==> config.mk <==
export PLATFORM = sky130hd
export DESIGN_NAME = spi_slave_rx_tx
export DESIGN_NICKNAME = d
export VERILOG_FILES = /design/src/rtl/spi_pkg.sv /design/src/rtl/spi_sync.sv /design/src/rtl/spi_slave_rx_tx.sv
export SDC_FILE = /design/constraint.sdc
export NUM_CORES = 1
export LEC_CHECK = 0
export BUFFER_PORTS_ARGS = -buffer_cell sky130_fd_sc_hd__buf_2
export CORE_ASPECT_RATIO = 2
export CORE_MARGIN = 8
export CORE_UTILIZATION = 50
export CTS_CLUSTER_SIZE = 20
export DETAILED_ROUTE_END_ITERATION = 12
export PLACE_DENSITY = 0.71
export SLEW_MARGIN = 5
export SYNTH_ARGS = -nofsm -noshare
export SYNTH_HDL_FRONTEND = slang
export SYNTH_SLANG_ARGS = --single-unit
==> constraint.sdc <==
create_clock -name clk -period 1.7 [get_ports clk]
set_clock_uncertainty 0.1 [all_clocks]
set_input_delay 0 -clock clk [delete_from_list [all_inputs] [get_ports clk]]
set_output_delay 0 -clock clk [all_outputs]
set_load 0.01 [all_outputs]
==> src/rtl/spi_pkg.sv <==
// Shared types and helpers for the SPI target endpoint.
package spi_pkg;

  typedef enum logic {IDLE = 1'b0, SHIFT = 1'b1} state_t;

  // Idle level of sclk for a given SPI mode.
  function automatic logic cpol(input int mode);
    return ((mode >> 1) & 1) != 0;
  endfunction

  // Clock phase: 1 means data is launched on the first edge of each bit.
  function automatic logic cpha(input int mode);
    return (mode & 1) != 0;
  endfunction

  // Index of the bit that goes on the wire first (and is filled last on rx).
  function automatic int first_bit(input int width, input int msb_first);
    return (msb_first != 0) ? width - 1 : 0;
  endfunction

endpackage

==> src/rtl/spi_sync.sv <==
// N-stage flop synchroniser with a configurable reset level.
module spi_sync #(
  parameter int   STAGES  = 2,
  parameter logic RST_VAL = 1'b0
) (
  input  logic clk,
  input  logic rst,
  input  logic d,
  output logic q
);

  logic [STAGES-1:0] ff;

  // Shift the asynchronous pin through the chain.
  always_ff @(posedge clk) begin
    if (rst) ff <= {STAGES{RST_VAL}};
    else     ff <= {ff[STAGES-2:0], d};
  end

  assign q = ff[STAGES-1];

endmodule

==> src/rtl/spi_slave_rx_tx.sv <==
// SPI target: oversamples sclk/mosi/ss, deserialises mosi, serialises a host word on miso.
module spi_slave_rx_tx
  import spi_pkg::*;
#(
  parameter int MODE             = 0,
  parameter int DATA_WIDTH       = 16,
  parameter int SLAVE_ACTIVE_LOW = 1,
  parameter int MSB_FIRST        = 1,
  parameter int SYNC_STAGES      = 2,
  parameter logic [DATA_WIDTH-1:0] DEFAULT_TX_VALUE = DATA_WIDTH'(16'hA5A5)
) (
  input  logic                  clk,
  input  logic                  rst,
  input  logic                  sclk,
  input  logic                  mosi,
  input  logic                  ss,
  output logic                  miso,
  input  logic [DATA_WIDTH-1:0] tx_data,
  input  logic                  tx_valid,
  output logic                  tx_ready,
  output logic [DATA_WIDTH-1:0] rx_data,
  output logic                  rx_valid,
  output logic                  busy,
  output logic                  tx_underrun,
  output logic                  frame_err
);

  localparam logic CPOL   = cpol(MODE);
  localparam logic CPHA   = cpha(MODE);
  localparam int   FB     = first_bit(DATA_WIDTH, MSB_FIRST);
  localparam int   CW     = $clog2(DATA_WIDTH);
  localparam logic SS_OFF = (SLAVE_ACTIVE_LOW != 0);

  logic sclk_s, mosi_s, ss_s, sclk_prev, ss_act, ss_act_prev;
  logic rise, fall, sample_edge, shift_edge, start, reload;
  state_t state;
  logic [DATA_WIDTH-1:0] tx_sr, rx_sr, hold, load_word, tx_next, rx_next;
  logic hold_full, word_end, first_pend, rx_done;
  logic [CW-1:0] rx_cnt;

  // Pins reset to their idle levels so leaving reset creates no edges.
  spi_sync #(.STAGES(SYNC_STAGES), .RST_VAL(CPOL))   u_sync_sclk (.clk(clk), .rst(rst), .d(sclk), .q(sclk_s));
  spi_sync #(.STAGES(SYNC_STAGES), .RST_VAL(1'b0))   u_sync_mosi (.clk(clk), .rst(rst), .d(mosi), .q(mosi_s));
  spi_sync #(.STAGES(SYNC_STAGES), .RST_VAL(SS_OFF)) u_sync_ss   (.clk(clk), .rst(rst), .d(ss),   .q(ss_s));

  assign ss_act      = ss_s ^ SS_OFF;
  assign rise        = sclk_s & ~sclk_prev;
  assign fall        = ~sclk_s & sclk_prev;
  // Modes 0/3 sample on rising sclk, modes 1/2 on falling.
  assign sample_edge = (CPOL ^ CPHA) ? fall : rise;
  assign shift_edge  = (CPOL ^ CPHA) ? rise : fall;

  assign start  = (state == IDLE) && ss_act && !ss_act_prev;
  assign reload = (state == SHIFT) && ss_act && shift_edge && word_end;

  assign load_word = hold_full ? hold : DEFAULT_TX_VALUE;
  assign tx_next   = (MSB_FIRST != 0) ? {tx_sr[DATA_WIDTH-2:0], 1'b0} : {1'b0, tx_sr[DATA_WIDTH-1:1]};
  assign rx_next   = (MSB_FIRST != 0) ? {rx_sr[DATA_WIDTH-2:0], mosi_s} : {mosi_s, rx_sr[DATA_WIDTH-1:1]};
  assign tx_ready  = ~hold_full;

  // Previous synced sclk and ss for edge detection.
  always_ff @(posedge clk) begin
    if (rst) begin
      sclk_prev   <= CPOL;
      ss_act_prev <= 1'b0;
    end else begin
      sclk_prev   <= sclk_s;
      ss_act_prev <= ss_act;
    end
  end

  // Holding register: host writes when empty; every TX load drains it or underruns.
  always_ff @(posedge clk) begin
    if (rst) begin
      hold        <= '0;
      hold_full   <= 1'b0;
      tx_underrun <= 1'b0;
    end else begin
      tx_underrun <= 1'b0;
      if (start || reload) begin
        if (hold_full) hold_full   <= 1'b0;
        else           tx_underrun <= 1'b1;
      end
      // Only possible while empty, so it never collides with the drain above.
      if (tx_valid && !hold_full) begin
        hold      <= tx_data;
        hold_full <= 1'b1;
      end
    end
  end

  // Frame FSM: tx serialiser, rx deserialiser and the ss-drop handling.
  always_ff @(posedge clk) begin
    if (rst) begin
      state      <= IDLE;
      miso       <= 1'b0;
      busy       <= 1'b0;
      rx_data    <= '0;
      rx_valid   <= 1'b0;
      frame_err  <= 1'b0;
      tx_sr      <= '0;
      rx_sr      <= '0;
      rx_cnt     <= '0;
      word_end   <= 1'b0;
      first_pend <= 1'b0;
      rx_done    <= 1'b0;
    end else begin
      rx_valid  <= 1'b0;
      frame_err <= 1'b0;
      rx_done   <= 1'b0;
      // Publish a completed word one cycle after its last sample.
      if (rx_done) begin
        rx_data  <= rx_sr;
        rx_valid <= 1'b1;
      end
      case (state)
        IDLE: begin
          busy <= 1'b0;
          miso <= 1'b0;
          if (start) begin
            state      <= SHIFT;
            busy       <= 1'b1;
            rx_cnt     <= '0;
            word_end   <= 1'b0;
            tx_sr      <= load_word;
            miso       <= CPHA ? 1'b0 : load_word[FB];
            first_pend <= CPHA;
          end
        end
        SHIFT: begin
          if (!ss_act) begin
            // ss wins over a coincident sample; partial rx and tx words are dropped.
            state      <= IDLE;
            busy       <= 1'b0;
            miso       <= 1'b0;
            word_end   <= 1'b0;
            first_pend <= 1'b0;
            rx_cnt     <= '0;
            if (rx_cnt != '0) frame_err <= 1'b1;
          end else if (sample_edge) begin
            rx_sr <= rx_next;
            if (rx_cnt == CW'(DATA_WIDTH - 1)) begin
              rx_cnt   <= '0;
              rx_done  <= 1'b1;
              word_end <= 1'b1;
            end else begin
              rx_cnt <= rx_cnt + 1'b1;
            end
          end else if (shift_edge) begin
            if (word_end) begin
              // Back-to-back word: reload and present its first bit with no gap.
              tx_sr      <= load_word;
              miso       <= load_word[FB];
              word_end   <= 1'b0;
              first_pend <= 1'b0;
            end else if (first_pend) begin
              miso       <= tx_sr[FB];
              first_pend <= 1'b0;
            end else begin
              tx_sr <= tx_next;
              miso  <= tx_next[FB];
            end
          end
        end
        default: state <= IDLE;
      endcase
    end
  end

endmodule
==> results.md <==
* Fin crit period at 1600 ps
* Hold Path Class: primary input to register
* DP HPWL at 4880 microns
* Highest Signal Layer: met4
* Slowest cell on crit path: nor3_2
* Initial antenna violation count at 0
* Clock Sinks at 84
* First-pass GRT wire length at 12,100 microns
* Routed WL per cell at 14.3 microns
* Number of global-route vias before repair at 2,676
* Critical Path End Type: register
* GPL Wtd Cong at 0.811
* Vias at 2,759
* Drt first pass iters at 4
* Max_slew headroom at 62.3%
* IO buf count at 43
* Die width at 73.1 microns
* Synthesis-to-finish area growth at 26.3%
* Synth Register Bits at 84
* Cell Rows at 41
* Root Buffer: clkbuf_16
* Synth Net Count at 399
* Post-CTS setup buffers at 0
* Post-DP Area at 3580 sq um
* Die extent in y at 130 microns
* Crit share post-route at 94.3%
* Tot GR Track Use at 16.5%
* Crit path launch type: register
* Post-Syn Area at 3260 sq um
* CTS tree: built
* Worst setup margin at 96.9 ps
* Yosys warnings at 0
* Fmax at 624 MHz
* Synth top area share at 51.5%
* Clock Path Buffers at 2
* DRT antenna net count at 0
* CP Data Required Time at 1850 ps
* Finished Cell Area at 4120 sq um
* Kind of critical path: register to register
* Initial Util at 51.7%
* Met1 WL at 2930 microns
* Critical path buffers and inverters at 1
* DR iter-0 viols at 253
* Cell breakdown of the critical path: buf_4 > nor3_2 > a21o_4 > nor2_1 > a311oi_2
* Pre-CTS WS at 27.9 ps
* Setup TNS at 0 ps
* Synthesized netlist cell count at 372
* Vias per cell at 5.26
* Clock buffer count from CTS at 9
* Final Setup Violations at 0
* Slew Limit Fails at 0
* Delay-heaviest family, CP: simple AND/OR/NAND/NOR gates
* Seq/Total Area, Yosys at 51.5%
* Die ar. at 9520 sq um
* Run status: complete, no violations
* Share of cells above drive strength 1 at 19.2%
* Worst-path fanout max at 12
* Max incr delay on CP at 390 ps
* DRC at 0
* Core area at 6310 sq um
* Most frequent cells in the layout: 85 x nand2_1, 84 x dfxtp_1, 44 x a21oi_1
* Metal2 WL at 4040 microns
* Commonest non-fill, non-tap cell in the layout: nand2_1
* I/O Pins at 44
* Detailed route wirelength on metal3 at 262 microns
* Cell variety after synth at 39
* Crit path DAT at 1750 ps
* Nets at 462
* Synth top area cells: dfxtp_1 52%, nand2_1 9.8%, a21oi_1 6.7%
* Lkg Pwr at 0.00154 uW
* Average size of a mapped cell at 8.77 sq um
* Final wirelength at 7530 microns
* Max_cap viols at 0
* VDD IR-drop max at 778 uV
* Overflow after GRT at 0
* Post-Layout Cell Count at 525
* Placed cell count at 489
* Largest net degree at the start of global routing at 76
* Worst-Margin Slew at 565 ps
* Insertion delay to the later sink of the worst-skew pair at 340 ps
* Largest area contributor in the netlist: dfxtp_1
* Unrepaired setup endpoints after global routing: false
* H-tree lvl count at 3
* Final hold vios at 0
* Worst-path clk slew at 60 ps
* Pwr dens at 1060 nW/um^2
* Filler cells at 536
-- worst register-to-register path, stage by stage (launching register included) --
cell and delay, ps:
dfxtp_1 330, buf_4 160, nor3_2 390, a21o_4 220
nor2_1 80, a311oi_2 240
-- kinds of logic (layout without fill, tap and decap cells) --
kind of cell             Yosys count  in the layout  synth area share, %
AO/OA/AOI/OAI                     71             72                 14.5
XOR/XNOR                           1              1                0.268
adder cells (fa/ha/maj)            5              5                 1.92
buffers and inverters             35            100                 5.56
flip-flops                        84             84                 51.5
multiplexers                      16             16                 4.91
other                              0              1                    0
AND/OR/NAND/NOR                  160            160                 21.3
-- final timing paths --
| check | endpoint | from | slack, ps | cells past startpoint |
|---|---|---|---|---|
| max | tx_sr[11] | state | 100 | 5 |
| min | hold_full | tx_valid | 1 | 3 |
| max reg2reg | tx_sr[11] | state | 100 | 5 |
| min reg2reg | u_sync_ss.ff[1] | u_sync_ss.ff[0] | 310 | 1 |
-- stage by stage --
| step | hold slack (ps) | power (uW) | utilization, % |
|---|---|---|---|
| after CTS | 0.193 | 4420 | 64.9 |
| after global routing | 53.1 | 4510 | 65.3 |
| after floorplan | 3.81 | 2250 | - |
| after global placement | 81.7 | 2330 | 56.8 |
| final | 0.969 | 4380 | 65.3 |
| after detailed placement | 88.4 | 2340 | 56.8 |
-- cell type report --
class	instances	area [sq um]	share of cell area (%)
sequential	84	1680	40.8
multi-input combinational	254	1420	34.5
timing repair buffer	77	558	13.5
clock buffer	10	239	5.80
tap	86	108	2.61
clock inverter	4	75.1	1.82
inverter	9	33.8	0.820
antenna	1	2.50	0.0607
-- power by group --
part           total [uW]  internal, uW  switching (uW)
sequential           2050          2020            29.6
clock                2040          1310             736
combinational         285           132             153
total                4380          3460             919
-- what timing repair did --
action	in CTS	in global routing
hold endpoints to repair	24	0
resized for setup	0	3
hold buffers	20	0
setup endpoints to repair	0	15
-- routing by layer --
| layer | up-vias | GRT usage [%] |
|---|---|---|
| li1 | 1374 | - |
| met1 | 1306 | 16.8 |
| met2 | 56 | 28.6 |
| met3 | 23 | 4.00 |
| met4 | 0 | 11.4 |
| met5 | - | 0 |
-- cell usage after synthesis (all sizes together) --
| master | n |
|---|---|
| a211oi | 1 |
| a21boi | 1 |
| a21o | 1 |
| a21oi | 44 |
| a22oi | 1 |
| a311o | 1 |
| a311oi | 8 |
| a31oi | 1 |
| a32oi | 2 |
| and2 | 2 |
| buf | 18 |
| clkbuf | 8 |
| clkinv | 1 |
| dfxtp | 84 |
| ha | 5 |
| inv | 8 |
| mux2i | 16 |
| nand2 | 85 |
| nand2b | 4 |
| nand3 | 10 |
| nand4 | 2 |
| nor2 | 33 |
| nor2b | 10 |
| nor3 | 4 |
| nor4 | 2 |
| o211ai | 7 |
| o21ai | 2 |
| o221a | 1 |
| o22ai | 1 |
| or2 | 2 |
| or3 | 6 |
| xnor2 | 1 |
-- state kept, by name, summed over array words and instances, names as in the netlist --
signal	cells
busy	1
frame_err	1
hold	16
hold_full	1
miso	1
rx_cnt	4
rx_data	16
rx_done	1
rx_sr	16
rx_valid	1
sclk_prev	1
ss_act_prev	1
state	1
tx_sr	15
tx_underrun	1
u_sync_mosi.ff	2
u_sync_sclk.ff	2
u_sync_ss.ff	2
word_end	1
Power figures use the tool's default switching activity.
